==> config.mk <==
export PLATFORM = sky130hd
export DESIGN_NAME = wb_arbiter
export DESIGN_NICKNAME = d
export VERILOG_FILES = /design/src/rtl/wb_arbiter.sv
export SDC_FILE = /design/constraint.sdc
export NUM_CORES = 1
export LEC_CHECK = 0
export ABC_AREA = 1
export CAP_MARGIN = 20
export CORE_AREA = 4 4 122 124
export CTS_BUF_LIST = sky130_fd_sc_hd__clkbuf_8
export DETAILED_ROUTE_END_ITERATION = 12
export DIE_AREA = 0 0 126 128
export HOLD_SLACK_MARGIN = 0.12
export PLACE_DENSITY = 0.55
export SLEW_MARGIN = 0
export SYNTH_ARGS = -nofsm -noshare
export SYNTH_HDL_FRONTEND = slang
export SYNTH_SLANG_ARGS = --single-unit
==> constraint.sdc <==
create_clock -name clk_i -period 2.3 [get_ports clk_i]
set_input_delay 0.69 -clock clk_i [delete_from_list [all_inputs] [get_ports clk_i]]
set_output_delay 0.69 -clock clk_i [all_outputs]
set_load 0.1 [all_outputs]
==> src/rtl/wb_arbiter.sv <==
// Two-master to one-slave Wishbone arbiter: master 0 is instruction fetch, master 1 is load/store.
// A grant is held for the whole cyc; a timeout turns a silent slave into an err.
module wb_arbiter #(
    parameter int ROUND_ROBIN    = 0,
    parameter int TIMEOUT_CYCLES = 255
) (
    input  logic        clk_i,
    input  logic        rst_i,

    input  logic        m0_cyc_i,
    input  logic        m0_stb_i,
    input  logic        m0_we_i,
    input  logic [31:0] m0_addr_i,
    input  logic [31:0] m0_dat_i,
    input  logic [3:0]  m0_sel_i,
    output logic [31:0] m0_dat_o,
    output logic        m0_ack_o,
    output logic        m0_err_o,

    input  logic        m1_cyc_i,
    input  logic        m1_stb_i,
    input  logic        m1_we_i,
    input  logic [31:0] m1_addr_i,
    input  logic [31:0] m1_dat_i,
    input  logic [3:0]  m1_sel_i,
    output logic [31:0] m1_dat_o,
    output logic        m1_ack_o,
    output logic        m1_err_o,

    output logic        s_cyc_o,
    output logic        s_stb_o,
    output logic        s_we_o,
    output logic [31:0] s_addr_o,
    output logic [31:0] s_dat_o,
    output logic [3:0]  s_sel_o,
    input  logic [31:0] s_dat_i,
    input  logic        s_ack_i,
    input  logic        s_err_i,

    output logic [1:0]  grant_o
);

    // State encoding doubles as the one-hot grant, so grant_o exposes the FSM state directly.
    typedef enum logic [1:0] {
        IDLE = 2'b00,
        GNT0 = 2'b01,
        GNT1 = 2'b10
    } state_t;

    localparam int CNT_W = (TIMEOUT_CYCLES > 0) ? $clog2(TIMEOUT_CYCLES + 1) : 1;
    localparam logic [CNT_W-1:0] CNT_MAX = CNT_W'(TIMEOUT_CYCLES);

    state_t           state;
    state_t           next_state;
    logic             last_m1;
    logic [CNT_W-1:0] cnt;
    logic             timeout;
    logic             grant_change;

    // Tie-break: fixed priority favours m1; round-robin favours whoever was not served last.
    function automatic state_t arbitrate(input logic req0, input logic req1, input logic last1);
        state_t pick;
        pick = IDLE;
        if (req0 && req1) begin
            if (ROUND_ROBIN == 0 || !last1) pick = GNT1;
            else                            pick = GNT0;
        end else if (req1) begin
            pick = GNT1;
        end else if (req0) begin
            pick = GNT0;
        end
        return pick;
    endfunction

    always_ff @(posedge clk_i or negedge rst_i) begin
        if (!rst_i) state <= IDLE;
        else        state <= next_state;
    end

    always_comb begin
        next_state = state;
        unique case (state)
            IDLE:    next_state = arbitrate(m0_cyc_i, m1_cyc_i, last_m1);
            GNT0:    next_state = m0_cyc_i ? GNT0 : arbitrate(m0_cyc_i, m1_cyc_i, last_m1);
            GNT1:    next_state = m1_cyc_i ? GNT1 : arbitrate(m0_cyc_i, m1_cyc_i, last_m1);
            default: next_state = IDLE;
        endcase
    end

    assign grant_change = (next_state != state);

    always_ff @(posedge clk_i or negedge rst_i) begin
        if (!rst_i) begin
            last_m1 <= 1'b0;
        end else if (grant_change && next_state == GNT0) begin
            last_m1 <= 1'b0;
        end else if (grant_change && next_state == GNT1) begin
            last_m1 <= 1'b1;
        end
    end

    assign timeout = (TIMEOUT_CYCLES != 0) && (state != IDLE) && (cnt == CNT_MAX);

    always_ff @(posedge clk_i or negedge rst_i) begin
        if (!rst_i) begin
            cnt <= '0;
        end else if (state == IDLE || grant_change || s_ack_i || s_err_i || timeout) begin
            cnt <= '0;
        end else if (s_stb_o && TIMEOUT_CYCLES != 0) begin
            cnt <= cnt + CNT_W'(1);
        end
    end

    // Wishbone handshake: a beat completes in the cycle the slave answers a raised stb with
    // ack or err; err (from the slave or the timeout) always masks ack in that same cycle.
    always_comb begin
        s_cyc_o  = 1'b0;
        s_stb_o  = 1'b0;
        s_we_o   = 1'b0;
        s_addr_o = '0;
        s_dat_o  = '0;
        s_sel_o  = '0;
        m0_ack_o = 1'b0;
        m0_err_o = 1'b0;
        m1_ack_o = 1'b0;
        m1_err_o = 1'b0;
        unique case (state)
            GNT0: begin
                s_cyc_o  = m0_cyc_i;
                s_stb_o  = m0_stb_i;
                s_we_o   = m0_we_i;
                s_addr_o = m0_addr_i;
                s_dat_o  = m0_dat_i;
                s_sel_o  = m0_sel_i;
                m0_ack_o = s_ack_i & ~s_err_i & ~timeout;
                m0_err_o = s_err_i | timeout;
            end
            GNT1: begin
                s_cyc_o  = m1_cyc_i;
                s_stb_o  = m1_stb_i;
                s_we_o   = m1_we_i;
                s_addr_o = m1_addr_i;
                s_dat_o  = m1_dat_i;
                s_sel_o  = m1_sel_i;
                m1_ack_o = s_ack_i & ~s_err_i & ~timeout;
                m1_err_o = s_err_i | timeout;
            end
            default: begin
                s_cyc_o = 1'b0;
            end
        endcase
    end

    assign m0_dat_o = s_dat_i;
    assign m1_dat_o = s_dat_i;
    assign grant_o  = state;

endmodule
==> key figures <==
Status
  • Status: finished, violations left
  • Failing checks: setup timing

Timing
  • Final slew viol count: 0
  • Worst slew margin: 0.697
  • Tmin final: 2.55 ns
  • Final worst path period share: 1.11
  • Final worst slack: -0.253 ns
  • Hold_ws: 0.555 ns
  • Fmax achieved: 392 MHz
  • Setup Skew: 0.000654 ns
  • Final hold vios: 0
  • RSZ-0062 raised after global routing: yes
  • Setup TNS: -13.82 ns
  • Final setup violation count: 75
  • Worst Max-Slew Pin Slew: around 0.45 ns

Clocking
  • Hold-fix buffers, CTS: 0
  • Worst skew pair latency: 0.24 ns
  • Clk sink count: 10
  • # H-tree levels: 1
  • CTS tree: done
  • Clock transition at path regs: 0.05 ns
  • Root Buffer: clkbuf_8
  • Clock Path Buffers: 2
  • Total CTS buffers: 3

Placement
  • Gpl congestion: 0.855
  • Estimated wirelength of the detail-placed design: slightly above 9 mm
  • DP Cell Count: 741
  • PortBufs: 222

Pwr
  • Power per cell area: 995 nW/µm²
  • Leak: around 2.5 nW
  • Cell Int Power: about 2.7 mW
  • Max rail drop VDD: ~460 µV
  • Combinational share of power: 0.935
  • Sw Share: 0.587
  • Total power: 6.62 mW
  • Switch Pwr: about 3.9 mW
  • Flop pwr share: 0.030
  • Clock Power Share: 0.034

Setup path
  • Crit path DAT: approximately 1.9 ns
  • Crit Path Max Fanout: 7
  • Required time worst endpoint: 1.61 ns
  • CP startpoint kind: flip-flop
  • Crit Path Class: reg2out
  • Crit end category: primary output

GRT
  • GRT Residual Overflow: 0
  • First-pass GRT wire length: 18.0 mm
  • Vias in the first global route: about 3.3k
  • Total track usage: 0.136
  • Initial antenna violation count: 1
  • Pin count of the biggest net entering global routing: 43

Die
  • FP Rows: 43
  • Die W: 126 µm
  • Die height: 128 µm
  • Core ar.: between 10000 and 15000 µm²
  • Top Ports: approximately 320
  • Die area: 16100 µm²
  • Initial Utilization: 0.156

Finish
  • Commonest non-fill, non-tap cell in the layout: clkdlybuf4s50_1
  • Area growth from synthesis to layout: 209%
  • Antenna cells: 0
  • Commonest non-fill, non-tap cells in the layout: 144 x clkdlybuf4s50_1, 102 x nand2_1, 89 x buf_12, 48 x a21oi_4, 34 x nand2_4
  • Post-layout util: 0.483
  • Final Net Count: 776
  • Post-layout instance count excluding filler cells: 771
  • Layout cells sized above 1: 0.492

Route
  • Number of vias per cell: 4.25
  • DRT iter0 DRCs: 80
  • WL final: 13.4 mm
  • Avg WL per Cell: approximately 17 µm
  • Via count: 3277
  • Post-DRT Antenna Nets: 0
  • Residual DRC: 0
  • Pre-antenna DRT Iters: 4

Worst hold path
  • HP Class: reg2reg

Yosys
  • Syn Area/Cell: ~5.4 µm²
  • Post-Syn Nets: 581
  • Mapped Cells: 397
  • Mapped Area: 2150 µm²
  • Synth Register Bits: 10
  • Sequential fraction of the synthesis area: 0.116
  • Synth unique cells: 20
  • YS warnings: 0

Flow run
  • Max-capacitance violation count: 0
## cells by family after synthesis
logic type	synth area share
AND/OR/NAND/NOR	0.350
buffers and inverters	0.298
adder cells (fa/ha/maj)	0.0348
XOR/XNOR	0.0203
flip-flops	0.116
AO/OA/AOI/OAI	0.181
## power by group through the flow
stage	clock [mW]	sequential (mW)	combinational, mW
6_report	0.228	0.202	6.19
5_1_grt	0.249	0.202	6.43
4_1_cts	0.238	0.202	5.70
3_5_place_dp	0	0.205	5.16
3_3_place_gp	0	0.204	5.13
2_1_floorplan	0	0.284	3.63
## routing by layer
| metal | GRT usage | up-vias | wire length (µm) |
|---|---|---|---|
| met1 | 0.156 | 1511 | 4910 |
| met5 | 0 | - | 7 |
| met2 | 0.249 | 183 | 7190 |
| met3 | 0.0483 | 16 | 1230 |
| li1 | - | 1565 | - |
| met4 | 0.0189 | 2 | 87 |
## worst paths after layout
kind,cells past startpoint,startpoint,to,slack [ns]
setup / recovery,9,grant_o[0],s_addr_o[27],-0.25
hold / removal,3,cnt[6],cnt[6],0.55
setup reg to reg,13,grant_o[0],cnt[3],0.18
hold reg to reg,3,cnt[6],cnt[6],0.55
max in group asynchronous,1,rst_i,grant_o[0],1.19
min in group asynchronous,1,rst_i,cnt[0],0.76
## synthesized netlist by cell type
| master | instances | area share |
|---|---|---|
| nand3_1 | 3 | 0.0070 |
| a21oi_2 | 1 | 0.0041 |
| nand4_1 | 1 | 0.0029 |
| inv_2 | 3 | 0.0052 |
| nand2_1 | 165 | 0.29 |
| buf_4 | 65 | 0.23 |
| nor2_2 | 2 | 0.0058 |
| ha_1 | 6 | 0.035 |
| o21ai_1 | 1 | 0.0023 |
| dfrtp_1 | 10 | 0.12 |
| nand2_2 | 2 | 0.0058 |
| a21oi_1 | 72 | 0.17 |
| clkbuf_1 | 16 | 0.028 |
| nor2_1 | 21 | 0.037 |
| o21bai_1 | 1 | 0.0035 |
| a21o_1 | 1 | 0.0035 |
| xor2_1 | 5 | 0.020 |
| buf_2 | 6 | 0.014 |
| nor3_1 | 2 | 0.0046 |
| inv_1 | 14 | 0.024 |
## final cells by class
| type | count | area (µm²) |
|---|---|---|
| clock buffer | 4 | 55.1 |
| fill | 1270 | 7120 |
| timing repair buffer | 277 | 3740 |
| inverter | 17 | 86.3 |
| sequential | 10 | 258 |
| multi-input combinational | 283 | 2300 |
| tap | 180 | 225 |
## through the flow
stage	worst slack, ns	cell area (µm²)
after floorplan	-1.21	2680
after global placement	-0.132	5560
after detailed placement	-0.129	5560
after CTS	-0.254	6110
after global routing	-0.313	6660
final	-0.253	6660
## repair_timing
action                     CTS  global route
setup endpoints to repair   75            75
resized for setup           85            88
pin swaps                   15            38
setup buffers                7            10
cloned                       3             8
## worst max-delay path: stages, from the launching register on
cell and delay [ns]:
dfrtp_4 0.48, inv_4 0.07, buf_6 0.10, ha_4 0.19, buf_6 0.14, buf_12 0.12, nand2_1 0.06, a21oi_2 0.14
buf_4 0.14, buf_12 0.16
## state kept, by name, indices dropped and copies added, names as in the netlist
register  flops
cnt           8
grant_o       2
No activity file was read; power rests on OpenSTA's default activity.
==> variant, RTL diff (same settings) <==
Put a register stage on the output `m0_err_o`, without a reset. The value now appears one clock later. The other outputs are not delayed to match.
--- a/src/rtl/wb_arbiter.sv
+++ b/src/rtl/wb_arbiter.sv
@@ -51,2 +51,4 @@
     localparam logic [CNT_W-1:0] CNT_MAX = CNT_W'(TIMEOUT_CYCLES);
+
+    logic m0_err_d;
 
@@ -123,3 +125,3 @@
         m0_ack_o = 1'b0;
-        m0_err_o = 1'b0;
+        m0_err_d = 1'b0;
         m1_ack_o = 1'b0;
@@ -135,3 +137,3 @@
                 m0_ack_o = s_ack_i & ~s_err_i & ~timeout;
-                m0_err_o = s_err_i | timeout;
+                m0_err_d = s_err_i | timeout;
             end
@@ -157,2 +159,6 @@
 
+    always_ff @(posedge clk_i) begin
+        m0_err_o <= m0_err_d;
+    end
+
 endmodule
Behaviour: not the same (a bounded check fails within 4 cycles, from zero or initial values and one cycle with rst_i low).
==> variant against the unedited design <==
- the flow still finishes with violations (negative setup slack)
- sequential cell count increased by 1
- critical path depth shrank 1
- combinational power increased by 3.9%
- sequential share of layout area grew 0.12 points
- design area grew 4.4%
- register-to-register slack got worse by 60 ps
- synthesized area increased by 6.3%
- power is 3.3% higher
- via count is 0.55% higher
- setup slack gained 27 ps
- wire length about the same
- highest routed layer is now met4
==> variant: results (changes against the unedited design) <==
run status finished with violations; failing checks negative setup slack; WP data arrival 1840 ps (-20 ps); Power Density 984 nW/um^2 (-1.1%); Clock Skew 1.40 ps (+0.741 ps); CP Capture Point s_addr_o[28]; setup violation total in the final timing report 74 (-1.3%); DR vias 3295 (+0.55%); detailed placer's ending HPWL 10300 um (+11%); Clock Latency Late Sink 230 ps; CTS max path bufs 2 (unchanged); top_reg_cell synth dfrtp_1; r2r startpoint grant_o[1]; Synth warnings 0 (unchanged); Syn Nets 595 (+2.4%); Post-Synthesis Cells 411 (+3.5%); Int Pwr 0.00280 W (+2.6%); Clk network pwr share 2.7% (-0.7 points); Worst Hold Class flop to flop; share of cells above drive strength 1 52.5% (+3.3 points); vias in the first global route 3506 (+5.1%); GP Congestion 0.861 (+0.69%); peak fanout along the critical path 6 (-1); HP Start cnt[7]; Seq/Total Area, Yosys 11.8% (+0.19 points); clock slew at reported path FFs 50 ps (about the same); FF-to-FF End cnt[2]; Synth area leaders nand2_1 28%, buf_4 22%, a21oi_1 15%; largest net degree at the start of global routing 26 (-40%); slowest CP cell dfrtp_4; leakage power 2.53 nW (about the same); clk root buf clkbuf_8; Synth top cells by count 172 x nand2_1, 70 x a21oi_1, 66 x buf_4; H-tree levels 1 (unchanged); count of cell types in the netlist 24 (+20%); initial antenna violation count 0 (-1); ys async rst share 90.9% (-9.1 points); flop2flop setup slack 120 ps (-60 ps); drt total wl 13400 um (about the same); largest stage delay on the critical path 500 ps (+20 ps); WL/cell 17.2 um (-1.3%); first-pass GRT wire length 19900 um (+10%); Min-Delay Endpoint cnt[7]; Hold Crit Depth 3 (unchanged); DRT iter0 DRCs 92 (+15%); drt first pass iters 6 (+2); maximum VDD drop 0.000770 V (+68%); setup_tns -11010 ps (+2810 ps); Comb power frac 93.9% (+0.4 points); Net count, final 787 (+1.4%); GRT Overall Usage 15.2% (+1.6 points); Least-Margin Pin Slew 455 ps (+2.28 ps); IO buf count 222 (unchanged); post-route setup slack -227 ps (+26.5 ps); FF-to-FF path depth 16 (+3); DP Cell Count 746 (+0.67%)
[variant: metrics by stage]
step                      setup slack [ps]  hold slack, ps  util [%]  cell area (um^2)
final                                 -227             582      50.5              6950
after global routing                  -283             620      50.5              6950
after CTS                             -163             573      48.1              6620
after detailed placement              -201             564      44.9              6190
after global placement                -202             555      44.9              6190
after floorplan                      -1210             394         -              3520
[variant: per-layer routing]
metal  share of wire, %  up-vias  routed length (um)  track usage [%]
li1                   -     1613                   -                -
met5                  0        -                   0                0
met1                 39     1531                5210             18.1
met2                 53      131                7110             28.1
met3                6.9       20                 923             3.62
met4                1.5        0                 198             2.71
[variant: worst max-delay path, delay by kind of cell, from the launching register on]
family                     cells  cell delay [ps]
buffers and inverters          5              660
DFF                            1              500
AOI/OAI and AO/OA              1              190
adders and majority gates      1              180
and+or+nand+nor                1               60
[variant: cell type report]
cell class | instances | area, um^2
flip-flops and latches | 11 | 278
fillers | 1235 | 6820
multi-input cells | 290 | 2560
clock inverters | 1 | 3.75
inverters | 22 | 110
repair buffers | 275 | 3730
well taps | 180 | 225
clock buffers | 3 | 41.3
[variant: cells by family after synthesis]
kind of cell             count (synthesis)  share of synthesized area (%)
AO/OA/AOI/OAI                           74                           16.6
XOR/XNOR                                 1                          0.383
adder cells (fa/ha/maj)                  6                           3.28
buffers and inverters                  110                           29.5
flip-flops                              11                           11.8
AND/OR/NAND/NOR                        209                           38.5
[variant: timing repair]
action | 4_1_cts | 5_1_grt
buffers inserted | 19 | 8
setup endpoints to repair | 74 | 82
gates cloned | 5 | 3
pin swaps | 29 | 29
gates resized for setup | 30 | 57
